[src/rtl/mac_pkg.sv]
// mac_pkg: shared state type and sizing constants for the sequential MAC
package mac_pkg;
  typedef enum logic [1:0] {IDLE, MUL, ACC, DONE} mac_state_t;
  localparam int OP_W = 16;
  localparam int ACC_W = 32;
  localparam int MUL_CYCLES = 16;
endpackage

[src/rtl/rca.sv]
// rca: 32-bit ripple-carry adder shared by the multiply and accumulate steps
module rca (
  input  logic [31:0] A,
  input  logic [31:0] B,
  input  logic        Cin,
  output logic [31:0] Sum,
  output logic        Cout
);
  logic [32:0] c;
  assign c[0] = Cin;
  for (genvar i = 0; i < 32; i++) begin : g_bit
    assign Sum[i] = A[i] ^ B[i] ^ c[i];
    assign c[i+1] = (A[i] & B[i]) | (c[i] & (A[i] ^ B[i]));
  end
  assign Cout = c[32];
endmodule

[src/rtl/mac_seq_ctrl.sv]
// mac_seq_ctrl: shift-and-add 16x16 multiply then accumulate, all on one adder
module mac_seq_ctrl #(
  parameter int OP_W   = 16,
  parameter bit SAT_EN = 1'b0
) (
  input  logic              clk,
  input  logic              rst_n,
  input  logic              in_valid,
  output logic              in_ready,
  input  logic [OP_W-1:0]   in_a,
  input  logic [OP_W-1:0]   in_b,
  input  logic              in_clr,
  output logic              out_valid,
  input  logic              out_ready,
  output logic [2*OP_W-1:0] out_acc,
  output logic              out_ovf,
  output logic              busy
);
  import mac_pkg::*;
  mac_state_t state, nxt;
  logic [ACC_W-1:0] acc, prod, mcand, add_a, add_b, sum;
  logic [OP_W-1:0] mplr;
  logic [3:0] cnt;
  logic clr_q, cout;
  rca u_rca (.A(add_a), .B(add_b), .Cin(1'b0), .Sum(sum), .Cout(cout));
  // adder operands: partial product step in MUL, accumulate step in ACC
  always_comb begin
    add_a = (state == ACC) ? (clr_q ? '0 : acc) : prod;
    add_b = (state == ACC) ? prod : mcand;
  end
  // state register
  always_ff @(posedge clk or negedge rst_n)
    if (!rst_n) state <= IDLE;
    else state <= nxt;
  // next state: accept in IDLE, 16 multiply steps, one accumulate, hold until consumed
  always_comb begin
    nxt = state;
    nxt = (state == IDLE) ? (in_valid ? MUL : IDLE)
        : (state == MUL)  ? ((cnt == 4'(MUL_CYCLES - 1)) ? ACC : MUL)
        : (state == ACC)  ? DONE
        : (out_ready ? IDLE : DONE);
  end
  // datapath registers; nothing changes outside accept, MUL and ACC
  always_ff @(posedge clk or negedge rst_n)
    if (!rst_n) begin
      acc <= '0;
      prod <= '0;
      mcand <= '0;
      mplr <= '0;
      cnt <= '0;
      clr_q <= 1'b0;
      out_ovf <= 1'b0;
    end else if (state == IDLE && in_valid) begin
      mcand <= {{(ACC_W - OP_W){1'b0}}, in_a};
      mplr <= in_b;
      prod <= '0;
      cnt <= '0;
      clr_q <= in_clr;
      out_ovf <= 1'b0;
    end else if (state == MUL) begin
      if (mplr[0]) prod <= sum;
      mcand <= mcand << 1;
      mplr <= mplr >> 1;
      cnt <= cnt + 4'd1;
    end else if (state == ACC) begin
      acc <= (SAT_EN && cout) ? '1 : sum;
      out_ovf <= cout;
    end
  assign in_ready = (state == IDLE);
  assign out_valid = (state == DONE);
  assign busy = (state != IDLE);
  assign out_acc = acc;
  mul_no_carry: assert property (@(posedge clk) disable iff (!rst_n) state == MUL |-> !cout);
endmodule

[config.mk]
export PLATFORM = sky130hd
export DESIGN_NAME = mac_seq_ctrl
export DESIGN_NICKNAME = d
export VERILOG_FILES = /design/src/rtl/mac_pkg.sv /design/src/rtl/rca.sv /design/src/rtl/mac_seq_ctrl.sv
export SDC_FILE = /design/constraint.sdc
export NUM_CORES = 1
export LEC_CHECK = 0
export CELL_PAD_IN_SITES_DETAIL_PLACEMENT = 1
export CELL_PAD_IN_SITES_GLOBAL_PLACEMENT = 1
export CORE_ASPECT_RATIO = 0.7
export CORE_UTILIZATION = 41
export CTS_BUF_LIST = sky130_fd_sc_hd__clkbuf_4
export DETAILED_ROUTE_END_ITERATION = 8
export PLACE_DENSITY_LB_ADDON = 0.1
export SLEW_MARGIN = 20
export SYNTH_ARGS = -nofsm -noshare
export SYNTH_HDL_FRONTEND = slang
export SYNTH_SLANG_ARGS = --single-unit
[constraint.sdc]
create_clock -name clk -period 14.1 [get_ports clk]
set_input_delay 2.82 -clock clk [delete_from_list [all_inputs] [get_ports clk]]
set_output_delay 2.82 -clock clk [all_outputs]
set_load 0.01 [all_outputs]
Yosys cells after proc, flatten, opt, wreduce, memory -nomap -nowiden
Cells that the tools add are included.

Register bits after elaboration: 120. Output and inout port bits: 36. Word-level logic and storage cells: 203.

$add $sub $neg: 1. Equal/unequal tests: 5. Muxes and demuxes: 21. Bitwise operators: 159. Reductions and logical operators: 9.

Operators by type and width (count): 2-to-1 mux 32 bit (8); AND 1 bit (63); XOR 1 bit (63); 2-to-1 mux 16 bit (2); OR 1 bit (31); 2-to-1 mux 2 bit (5); 2-to-1 mux 4 bit (2); nonzero test 2 bit (4); adder 4 x 1 -> 4 bit (second input constant) (1); == test 2 bit (second input constant) (2); == test 4 bit (second input constant) (1); 2-to-1 mux 1 bit (4); AND reduction 2 bit (2); AND reduction 3 bit (1); == test 2 x 1 -> 1 bit (second input constant) (1); logical NOT 2 bit (1); inequality test 2 x 1 -> 1 bit (second input constant) (1); NOT 1 bit (2); logical AND 1 bit (1).

Depth between registers and ports, before layout
Gate-level depths: netlist of the first run.

Depth in word-level cells: 68. Depth in mapped cells: 40.

Hierarchy
A second synthesis of the first run with hierarchy kept.

Cells, all modules: 575. Area total of the unflattened synthesis: 6273.5 um2.

By module, submodules not included: mac_seq_ctrl (instances 1, cells each 533, area an instance 5595.4 um2, sequential area each 3002.9 um2); rca (instances 1, cells each 42, area an instance 678.2 um2, sequential area each 0.0 um2).

Least setup slack after synthesis of the first run
No wires, ideal clock.

Kind: flip-flop to flip-flop. Start point: register state[0]. End point: register prod[31]. Data arrival time: 15.118 ns. Required time: 13.990 ns. Path slack: -1.128 ns. Stages on the path, launching flop included: 40. Path buffers: 3. Cells stage by stage: dfrtp_1 -> nand2b_1 -> buf_2 -> buf_2 -> buf_6 -> mux2_1 -> ha_1 -> fa_1 -> fa_1 -> fa_1 -> fa_1 -> fa_1 -> fa_1 -> fa_1 -> fa_1 -> fa_1 -> fa_1 -> fa_1 -> [... 4 more ...] -> fa_1 -> fa_1 -> fa_1 -> fa_1 -> fa_1 -> fa_1 -> fa_1 -> fa_1 -> fa_1 -> fa_1 -> fa_1 -> fa_1 -> inv_1 -> fa_1 -> fa_1 -> fa_1 -> fa_1 -> o41ai_1.

Cells in the longest elaborated chain, start to end: 67. Elaborated cells on any way between the ends: 135.

RTL lines: start: declaration (line mac_seq_ctrl.sv:20) `mac_state_t state, nxt;`; start signal: assignment (line mac_seq_ctrl.sv:34) `else state <= nxt;`; == test 2 bit (line mac_seq_ctrl.sv:28, mac_seq_ctrl.sv:29); 2-to-1 mux 32 bit, on equally long branches (line mac_seq_ctrl.sv:28, mac_seq_ctrl.sv:29); AND 1 bit or XOR 1 bit (tied branches) (line rca.sv:13) `assign c[i+1] = (A[i] & B[i]) | (c[i] & (A[i] ^ B[i]));`; AND 1 bit (line rca.sv:13); OR 1 bit (line rca.sv:13); AND 1 bit (line rca.sv:13); OR 1 bit (line rca.sv:13); AND 1 bit (line rca.sv:13); [... 51 more ...]; AND 1 bit (line rca.sv:13); OR 1 bit (line rca.sv:13); AND 1 bit (line rca.sv:13); OR 1 bit (line rca.sv:13); XOR 1 bit (line rca.sv:12) `assign Sum[i] = A[i] ^ B[i] ^ c[i];`; 2-to-1 mux 32 bit (line mac_seq_ctrl.sv:61) `if (mplr[0]) prod <= sum;`; 2-to-1 mux 32 bit (line mac_seq_ctrl.sv:60) `end else if (state == MUL) begin`; 2-to-1 mux 32 bit (line mac_seq_ctrl.sv:53) `end else if (state == IDLE && in_valid) begin`; end signal: assignment (line mac_seq_ctrl.sv:61); end: declaration (line mac_seq_ctrl.sv:21) `logic [ACC_W-1:0] acc, prod, mcand, add_a, add_b, sum;`.

Parallel ways exist; a longest one is shown, timed or not. The select of a mux whose other input is x is not followed. A chain may end at the register's enable or synchronous reset.

Worst setup path after layout of the first run
Ends and elaborated chain as after synthesis.

==> results of run 1 <==
==> sequential cells by signal, indices dropped and copies added (netlist names) <==
signal   cells
mcand       32
out_acc     32
prod        32
mplr        16
cnt          4
state        2
clr_q        1
out_ovf      1
==> per-layer routing <==
| metal | GRT usage, % | up-vias | part of all wire [%] |
|---|---|---|---|
| li1 | - | 2287 | - |
| met1 | 31.8 | 2564 | 50 |
| met2 | 34.1 | 92 | 45 |
| met3 | 4.32 | 14 | 3.2 |
| met4 | 6.49 | 0 | 1.3 |
| met5 | 0 | - | 0 |
==> critical path, delay by kind of cell, from the launching register on <==
| kind | cells | cell delay (ns) |
|---|---|---|
| compound gates | 1 | 0.32 |
| simple gates | 1 | 0.17 |
| buf+inv | 1 | 0.10 |
| flops | 1 | 0.40 |
| fa+ha+maj | 32 | 12.34 |
| mux | 1 | 0.32 |
==> area by class of cell <==
cell class	count	area share, %
Inverter	2	0.0979
Clock inverter	14	1.48
Multi-Input combinational cell	460	43.5
Sequential cell	120	39.2
Clock buffer	18	1.76
Tap cell	200	3.26
Timing Repair Buffer	84	10.7
==> repair_timing <==
item,CTS,global route
setup endpoints to repair,1,3
pin swaps,0,2
resized for setup,2,6
==> power groups by stage <==
| stage | sequential [W] | clock, W | combinational, W |
|---|---|---|---|
| after CTS | 0.000601 | 0.000239 | 0.000836 |
| after global placement | 0.000597 | 0 | 0.000792 |
| after global routing | 0.000621 | 0.000250 | 0.000946 |
| after detailed placement | 0.000607 | 0 | 0.000828 |
| final | 0.000602 | 0.000232 | 0.000836 |
| after floorplan | 0.000593 | 0 | 0.000518 |
==> through the flow <==
stage | area (um2) | hold slack, ns | power (W) | setup TNS (ns) | worst slack (ns)
4_1_cts | 7640 | 0.497 | 0.00168 | 0 | 0.0422
6_report | 7670 | 0.495 | 0.00167 | 0 | 0.374
5_1_grt | 7670 | 0.521 | 0.00182 | 0 | 0.00981
2_1_floorplan | 6540 | 0.446 | 0.00111 | 0 | 0.0505
3_3_place_gp | 7380 | 0.458 | 0.00139 | 0 | 0.187
3_5_place_dp | 7380 | 0.469 | 0.00144 | -0.0125 | -0.0125
==> cell usage in the layout (no fill, tap or decap), drive strengths merged, types with 2 or more instances in the layout <==
cell type and n:
nand4b 28, a22oi 30, nor2 2, a21oi 6, nand2b 30, o41ai 4, o21ai 88, fa 31
nand3 2, mux2i 5, buf 13, bufinv 2, nand2 160, clkdlybuf4s50 71, dfrtp 120, ha 2
mux2 57, clkbuf 18, nor3b 5, clkinv 11, inv 2
==> logic make-up after synthesis <==
logic type	share of synthesized area, %
flops	46.3
mux	10.7
simple gates	17.4
fa+ha+maj	9.96
compound gates	11.6
xor+xnor	0.135
buf+inv	3.82
==> final timing paths <==
| check | start | to |
|---|---|---|
| setup / recovery | state[0] | prod[31] |
| hold / removal | mplr[5] | mplr[5] |
| setup reg to reg | state[0] | prod[31] |
| hold reg to reg | mplr[5] | mplr[5] |
| max in group asynchronous | rst_n | state[1] |
| min in group asynchronous | rst_n | mcand[9] |
==> flow_metrics.tcl, run 1 <==
set metrics [dict create \
    fin_skew_ns 0.0173 \
    whs_path_depth 2 \
    drv_slew 0 \
    r2r_setup_slack_ns 0.37 \
    ys_seq_elements 120 \
    slew_headroom_pct 29.4 \
    die-area_um2 16300 \
    cts_buffer_depth 2 \
    worst_pin_slew_ns 1.06 \
    maxCapViolCount 0 \
    cts_setup_buffers 0 \
    seq_area_um2 3000 \
    drt_iter0_drc 291 \
    hold_buffers 0 \
    synth-main-ff-cell "dfrtp_1" \
    arrival_ns 14.15 \
    gr-total-overflow 0 \
    max_freq_ghz 0.0729 \
    syn-num-nets 704 \
    synth_cell_types 34 \
    grt_max_degree 78 \
    cts_tree "done" \
    synth_area_um2 6480 \
    worst_setup_path_end_kind "flop" \
    power.density_nw_per_um2 218 \
    hp-class "reg -> reg" \
    multi_input_area_um2 3340 \
    rows 38 \
    grt_pass1_vias 5226 \
    numCtsBuffers 17 \
    clock-sinks 120 \
    seqPwrFrac_pct 36.1 \
    setup_violations 0 \
    synth_top_cell_by_area "dfrtp_1" \
    crit_required_ns 14.52 \
    yosysSeqAreaShare_pct 46.3 \
    grt_use_total_pct 22.2 \
    die_h_um 107 \
    vias_per_cell 5.52 \
    dieWidth_um 152 \
    synth_commonest_cells "nand2_1 (160), dfrtp_1 (120), o21ai_0 (87)" \
    finalHoldViolCount 0 \
    wirelength_um 16800 \
    clk_pin_slew_ns 0.11 \
    fill_cells 1683 \
    antenna_found_initial 0 \
    fin_util_pct 49.6 \
    dr.pass1.iters 6 \
    synth_edf_count 0 \
    status "finished, violations left" \
    synth.avg_cell_area_um2 10.2 \
    max_stage_delay_ns 0.43 \
    dp.cells 865 \
    antennaDiodeCount 0 \
    drt_drc_violations_left 1 \
    slowest_stage "fa_1" \
    route.vias.total 4957 \
    r2r_cells 36 \
    drive_gt1_share_pct 16.0 \
    async_reset_ff_share_pct 100 \
    fin_crit_ns 13.73 \
    netlist_top_cells_area "dfrtp_1 (46%), fa_1 (9.6%), nand2_1 (9.3%)" \
    p_int_w 0.000969 \
    crit_fanout 7 \
    root_buffer "clkbuf_4" \
    post-synth-top-area-fraction_pct 46.3 \
    power_frac_comb_pct 50.0 \
    htree_levels 4 \
    grt_pass1_wl_um 28000 \
    failed_checks "design-rule violations" \
    swShare_pct 42.0 \
    gp_congestion 0.767 \
    power_leakage_nw 3.43 \
    yosysMostFrequentCell "nand2_1" \
    crit_path_start_kind "flop" \
    postRouteAntennaNets 0 \
    worst_ir_drop_vdd_mv 0.0840 \
    fin_nets 755 \
    ios 73 \
    port_buffers 72 \
    start_util_pct 42.0 \
    clkPwrFrac_pct 13.9 \
    place_hpwl_um 10800 \
    syn_to_final_growth_pct 18.3 \
    coreArea_um2 15500 \
    grt_setup_unrepaired "false" \
    cpMostUsedCell "fa_2" \
    wl_per_cell_um 18.7 \
    syn-instance-count 634 \
    clk_latency_ns 0.52 \
    crit_type "reg -> reg" \
    fin_crit_sh_pct 97.3 \
    fin_cells 898 \
    yosys_warnings 0 \
    p_sw_w 0.000701 \
]
(Power assumes the default switching activity.)
==> run 2, diff against run 1 <==
--- a/config.mk
+++ b/config.mk
@@ -11,6 +11,7 @@
 export CORE_UTILIZATION = 41
 export CTS_BUF_LIST = sky130_fd_sc_hd__clkbuf_4
 export DETAILED_ROUTE_END_ITERATION = 8
+export GPL_TIMING_DRIVEN = 0
 export PLACE_DENSITY_LB_ADDON = 0.1
 export SLEW_MARGIN = 20
 export SYNTH_ARGS = -nofsm -noshare
==> flow_metrics.tcl, run 2 (same netlist as run 1, synthesis figures left out) <==
set metrics [dict create \
    status "finished, violations left" \
    failed_checks "design-rule violations" \
    wl_per_cell_um 20.9 \
    grt_use_met1_pct 36.2 \
    fin_crit_sh_pct 97.7 \
    ios 73 \
    antennaDiodeCount 0 \
    rows 38 \
    cts_tree "done" \
    fin_crit_ns 13.78 \
    worst_setup_path_end_kind "flop" \
    clk_pin_slew_ns 0.11 \
    finalPower_w 0.00174 \
    layout_commonest_cell "nand2_1" \
    htree_levels 4 \
    hp-class "reg -> reg" \
    gr-total-overflow 0 \
    p_int_w 0.00100 \
    cts_buffer_depth 2 \
    worst_pin_slew_ns 0.688 \
    finalHoldViolCount 0 \
    dp.cells 907 \
    p_sw_w 0.000742 \
    slowest_stage "fa_1" \
    setup_violations 0 \
    grt_pass1_vias 5723 \
    place_hpwl_um 13800 \
    crit_required_ns 14.57 \
    power_frac_comb_pct 50.6 \
    hold_buffers 0 \
    seqPwrFrac_pct 34.7 \
    top_usage_layer "met2" \
    gp_congestion 0.813 \
    wirelength_um 19700 \
    clock-sinks 120 \
    power.density_nw_per_um2 221 \
    grt_setup_unrepaired "false" \
    fin_area_um2 7890 \
    place_area_um2 7550 \
    power_leakage_nw 3.52 \
    max_freq_ghz 0.0726 \
    die_h_um 107 \
    die-area_um2 16300 \
    drv_slew 0 \
    arrival_ns 14.25 \
    root_buffer "clkbuf_4" \
    whs_ns 0.492 \
    finalWorstSetupSlack_ns 0.320 \
    numCtsBuffers 17 \
    grt_max_degree 96 \
    worst_ir_drop_vdd_mv 0.0738 \
    route.vias.total 5275 \
    clkPwrFrac_pct 14.8 \
    dieWidth_um 152 \
    antenna_found_initial 0 \
    fin_skew_ns 0.0184 \
    start_util_pct 42.0 \
    dp_slack_ns -0.797 \
    fill_cells 1722 \
    grt.met3_usage_pct 4.61 \
    fin_nets 799 \
    grt_pass1_wl_um 31800 \
    drive_gt1_share_pct 18.2 \
    drt_iter0_drc 259 \
    vias_per_cell 5.61 \
    dr.pass1.iters 9 \
    maxCapViolCount 0 \
    grt_use_total_pct 26.0 \
    cpMostUsedCell "fa_2" \
    postRouteAntennaNets 0 \
    max_stage_delay_ns 0.44 \
    fin_cells 941 \
    crit_type "reg -> reg" \
    grtUsageMet2_pct 40.7 \
    clk_latency_ns 0.56 \
    swShare_pct 42.6 \
    slew_headroom_pct 54.2 \
    crit_path_start_kind "flop" \
    crit_fanout 10 \
    port_buffers 72 \
    syn_to_final_growth_pct 21.7 \
    drt_drc_violations_left 1 \
    coreArea_um2 15500 \
    mostFrequentLayoutCells "nand2_1 (160), dfrtp_1 (118), o21ai_0 (87), clkdlybuf4s50_1 (71), mux2_2 (37)" \
]
[run 2: cell type report]
type                       instances  area [um2]  area share, %
tap                              200         250           3.17
multi-input combinational        460        3320           42.1
buffer                            52         256           3.25
timing repair buffer              76         776           9.83
clock inverter                    12         134           1.70
clock buffer                      19         143           1.81
inverter                           2        7.51         0.0951
sequential                       120        3010           38.1
[run 2: worst max-delay path: cells and delay by family, from the launching register on]
| kind | cells | cell delay (ns) |
|---|---|---|
| adders and majority gates | 32 | 12.02 |
| buffers and inverters | 4 | 0.53 |
| and+or+nand+nor | 1 | 0.15 |
| DFF | 1 | 0.43 |
| muxes | 1 | 0.32 |
| AOI/OAI and AO/OA | 1 | 0.21 |
[run 2: per-layer routing]
metal | part of all wire, % | vias to the layer above
met1 | 48 | 2737
li1 | - | 2374
met3 | 4.2 | 25
met2 | 46 | 139
met5 | 0 | -
met4 | 1.8 | 0
[run 2: final timing paths]
kind	from	endpoint	slack, ns	cells past startpoint
min	mplr[11]	mplr[11]	0.49	2
min reg2reg	mplr[11]	mplr[11]	0.49	2
max reg2reg	state[0]	prod[31]	0.32	39
max	state[0]	prod[31]	0.32	39
max in group asynchronous	rst_n	state[1]	11.20	2
min in group asynchronous	rst_n	mcand[10]	2.09	1
[run 2: what timing repair did]
action                                  4_1_cts  5_1_grt
pin swaps                                    12       27
endpoints found under the setup margin        8        3
resized for setup                            15        2
setup buffers                                 3        0
[run 2: power by group through the flow]
| stage | Combinational (W) | Clock, W | Sequential (W) |
|---|---|---|---|
| 5_1_grt | 0.000975 | 0.000279 | 0.000622 |
| 3_3_place_gp | 0.000818 | 0 | 0.000601 |
| 6_report | 0.000882 | 0.000258 | 0.000605 |
| 2_1_floorplan | 0.000518 | 0 | 0.000593 |
| 3_5_place_dp | 0.000860 | 0 | 0.000611 |
| 4_1_cts | 0.000881 | 0.000265 | 0.000603 |
[run 2: metrics by stage]
step	TNS [ns]	utilization, %
final	0	51.1
after global routing	0	51.1
after CTS	0	51.0
after detailed placement	-3.00	48.8
after global placement	-1.85	48.6
after floorplan	0	-
==> run 3, diff against run 2 <==
--- a/config.mk
+++ b/config.mk
@@ -5,10 +5,11 @@
 export SDC_FILE = /design/constraint.sdc
 export NUM_CORES = 1
 export LEC_CHECK = 0
+export ABC_AREA = 1
 export CELL_PAD_IN_SITES_DETAIL_PLACEMENT = 1
 export CELL_PAD_IN_SITES_GLOBAL_PLACEMENT = 1
 export CORE_ASPECT_RATIO = 0.7
-export CORE_UTILIZATION = 41
+export CORE_UTILIZATION = 39
 export CTS_BUF_LIST = sky130_fd_sc_hd__clkbuf_4
 export DETAILED_ROUTE_END_ITERATION = 8
 export GPL_TIMING_DRIVEN = 0
==> flow_metrics.tcl, run 3 <==
set metrics [dict create \
    status "finished clean" \
    worst_pin_slew_ns 0.764 \
    worst_setup_path_end_kind "flop" \
    yosysSeqAreaShare_pct 47.8 \
    cts_tree "done" \
    crit_type "reg -> reg" \
    numCtsBuffers 17 \
    totalNegativeSetupSlack_ns 0 \
    antennaDiodeCount 0 \
    yosysMostFrequentCell "nand2_1" \
    syn_to_final_growth_pct 22.2 \
    place_hpwl_um 14500 \
    route.vias.total 5625 \
    max_stage_delay_ns 0.45 \
    grt_setup_unrepaired "false" \
    finalHoldViolCount 0 \
    port_buffers 72 \
    grt_pass1_wl_um 32400 \
    vias_per_cell 5.30 \
    r2r_setup_slack_ns 0.36 \
    synth_area_um2 6280 \
    gr-total-overflow 0 \
    power_leakage_nw 3.63 \
    whs_path_depth 2 \
    multi_input_area_um2 2900 \
    dr.pass1.iters 5 \
    wl_per_cell_um 18.7 \
    maxCapViolCount 0 \
    ios 73 \
    synth_top_cell_by_area "dfrtp_1" \
    slowest_stage "fa_1" \
    crit_end "prod[31]" \
    synth_edf_count 0 \
    fin_util_pct 49.2 \
    top_layer_used "met4" \
    finalPower_w 0.00158 \
    mostFrequentLayoutCells "nand2_1 (299), dfrtp_1 (119), clkdlybuf4s50_1 (71), nand3_1 (62), o21ai_0 (60)" \
    r2r_start "state[0]" \
    wirelength_um 19900 \
    cp-startpoint "state[0]" \
    crit_path_start_kind "flop" \
    synth_commonest_cells "nand2_1 (299), dfrtp_1 (120), nand3_1 (62)" \
    drt_iter0_drc 360 \
    finalWorstSetupSlack_ns 0.357 \
    clk_latency_ns 0.55 \
    clk_pin_slew_ns 0.11 \
    drt_drc_violations_left 0 \
    crit_family "adder cells" \
    fin_cells 1062 \
    dp.cells 1030 \
    cpMostUsedCell "fa_2" \
    worst_ir_drop_vdd_mv 0.0678 \
    fin_crit_ns 13.74 \
    root_buffer "clkbuf_4" \
    htree_levels 4 \
    crit_fanout 10 \
    postRouteAntennaNets 0 \
    cp.depth 41 \
    seq_area_um2 3000 \
    setup_violations 0 \
    dp_slack_ns -1.09 \
    synth_cell_types 22 \
    grt_max_degree 72 \
    r2r_cells 41 \
    antenna_found_initial 0 \
    yosys_warnings 0 \
    synth.avg_cell_area_um2 8.30 \
    power.density_nw_per_um2 206 \
    fin_nets 920 \
    drive_gt1_share_pct 11.7 \
    wl_met1_um 10000 \
    coreArea_um2 15600 \
    layout_commonest_cell "nand2_1" \
    fill_cells 1873 \
    dr_wl_met2_um 8520 \
    arrival_ns 14.24 \
    die_h_um 108 \
    met3_length_um 1020 \
    cts_buffer_depth 2 \
    hp-class "reg -> reg" \
    hold_buffers 0 \
    rows 38 \
    start_util_pct 40.3 \
    crit_required_ns 14.60 \
    dieWidth_um 154 \
    clock-sinks 120 \
    syn-instance-count 757 \
    synth-main-ff-cell "dfrtp_1" \
    fin_crit_sh_pct 97.5 \
    post-synth-top-area-fraction_pct 47.8 \
    syn-num-nets 827 \
    ys_seq_elements 120 \
    netlist_top_cells_area "dfrtp_1 (48%), nand2_1 (18%), fa_1 (9.9%)" \
    die-area_um2 16600 \
    grt_pass1_vias 5981 \
    path_buf_inv 5 \
    slew_headroom_pct 49.0 \
    async_reset_ff_share_pct 100 \
    max_freq_ghz 0.0728 \
    gp_congestion 0.820 \
    grt_use_total_pct 25.8 \
    drv_slew 0 \
    timing.rr.end "prod[31]" \
    fin_skew_ns 0.0221 \
]
[run 3: worst register-to-register path: cells and delay by family, from the launching register on]
family                   cells  cell delay, ns
flip-flops                   1            0.42
adder cells (fa/ha/maj)     32           12.19
AO/OA/AOI/OAI                1            0.10
AND/OR/NAND/NOR              3            0.33
buffers and inverters        5            0.62
[run 3: how the worst min path moves through the flow]
stage | slack [ns] | start | end
3_3_place_gp | 0.45 | prod[7] | prod[7]
2_1_floorplan | 0.44 | prod[0] | prod[0]
5_1_grt | 0.52 | prod[6] | prod[6]
3_5_place_dp | 0.46 | prod[11] | prod[11]
6_report | 0.48 | prod[11] | prod[11]
4_1_cts | 0.48 | prod[11] | prod[11]
[run 3: cell families after synthesis]
| logic type | synth area share, % |
|---|---|
| xor+xnor | 0.139 |
| simple gates | 26.8 |
| fa+ha+maj | 10.3 |
| flops | 47.8 |
| buf+inv | 7.25 |
| compound gates | 7.73 |
[run 3: power breakdown]
group          switching [W]  total, W  internal, W
combinational       0.000445  0.000745     0.000300
clock               0.000136  0.000261     0.000125
sequential         0.0000975  0.000578     0.000480
[run 3: per-stage QoR]
step | hold slack, ns | instance area [um2]
finish | 0.485 | 7680
global route | 0.518 | 7680
CTS | 0.483 | 7670
detailed placement | 0.459 | 7320
global placement | 0.453 | 7290
floorplan | 0.442 | 6320
[run 3: timing repair]
action                     4_1_cts  5_1_grt
setup endpoints to repair       10        3
hold endpoints to repair         0        0
buffers inserted                 4        0
cloned                           0        0
pin swaps                        4       10
gates resized for setup         18        5
[run 3: final cells by class]
class                      instances  area share (%)
sequential                       120            39.1
multi-input combinational        528            37.8
timing repair buffer              77            10.2
tap                              200            3.26
buffer                            46            3.01
inverter                          60            2.93
clock buffer                      20            1.96
clock inverter                    11            1.71
[run 3: routing by layer]
metal  vias to the layer above  GRT usage, %
met2                       154          37.8
met4                         0          7.29
li1                       2620             -
met3                        24          5.29
met1                      2827          38.3
met5                         -             0
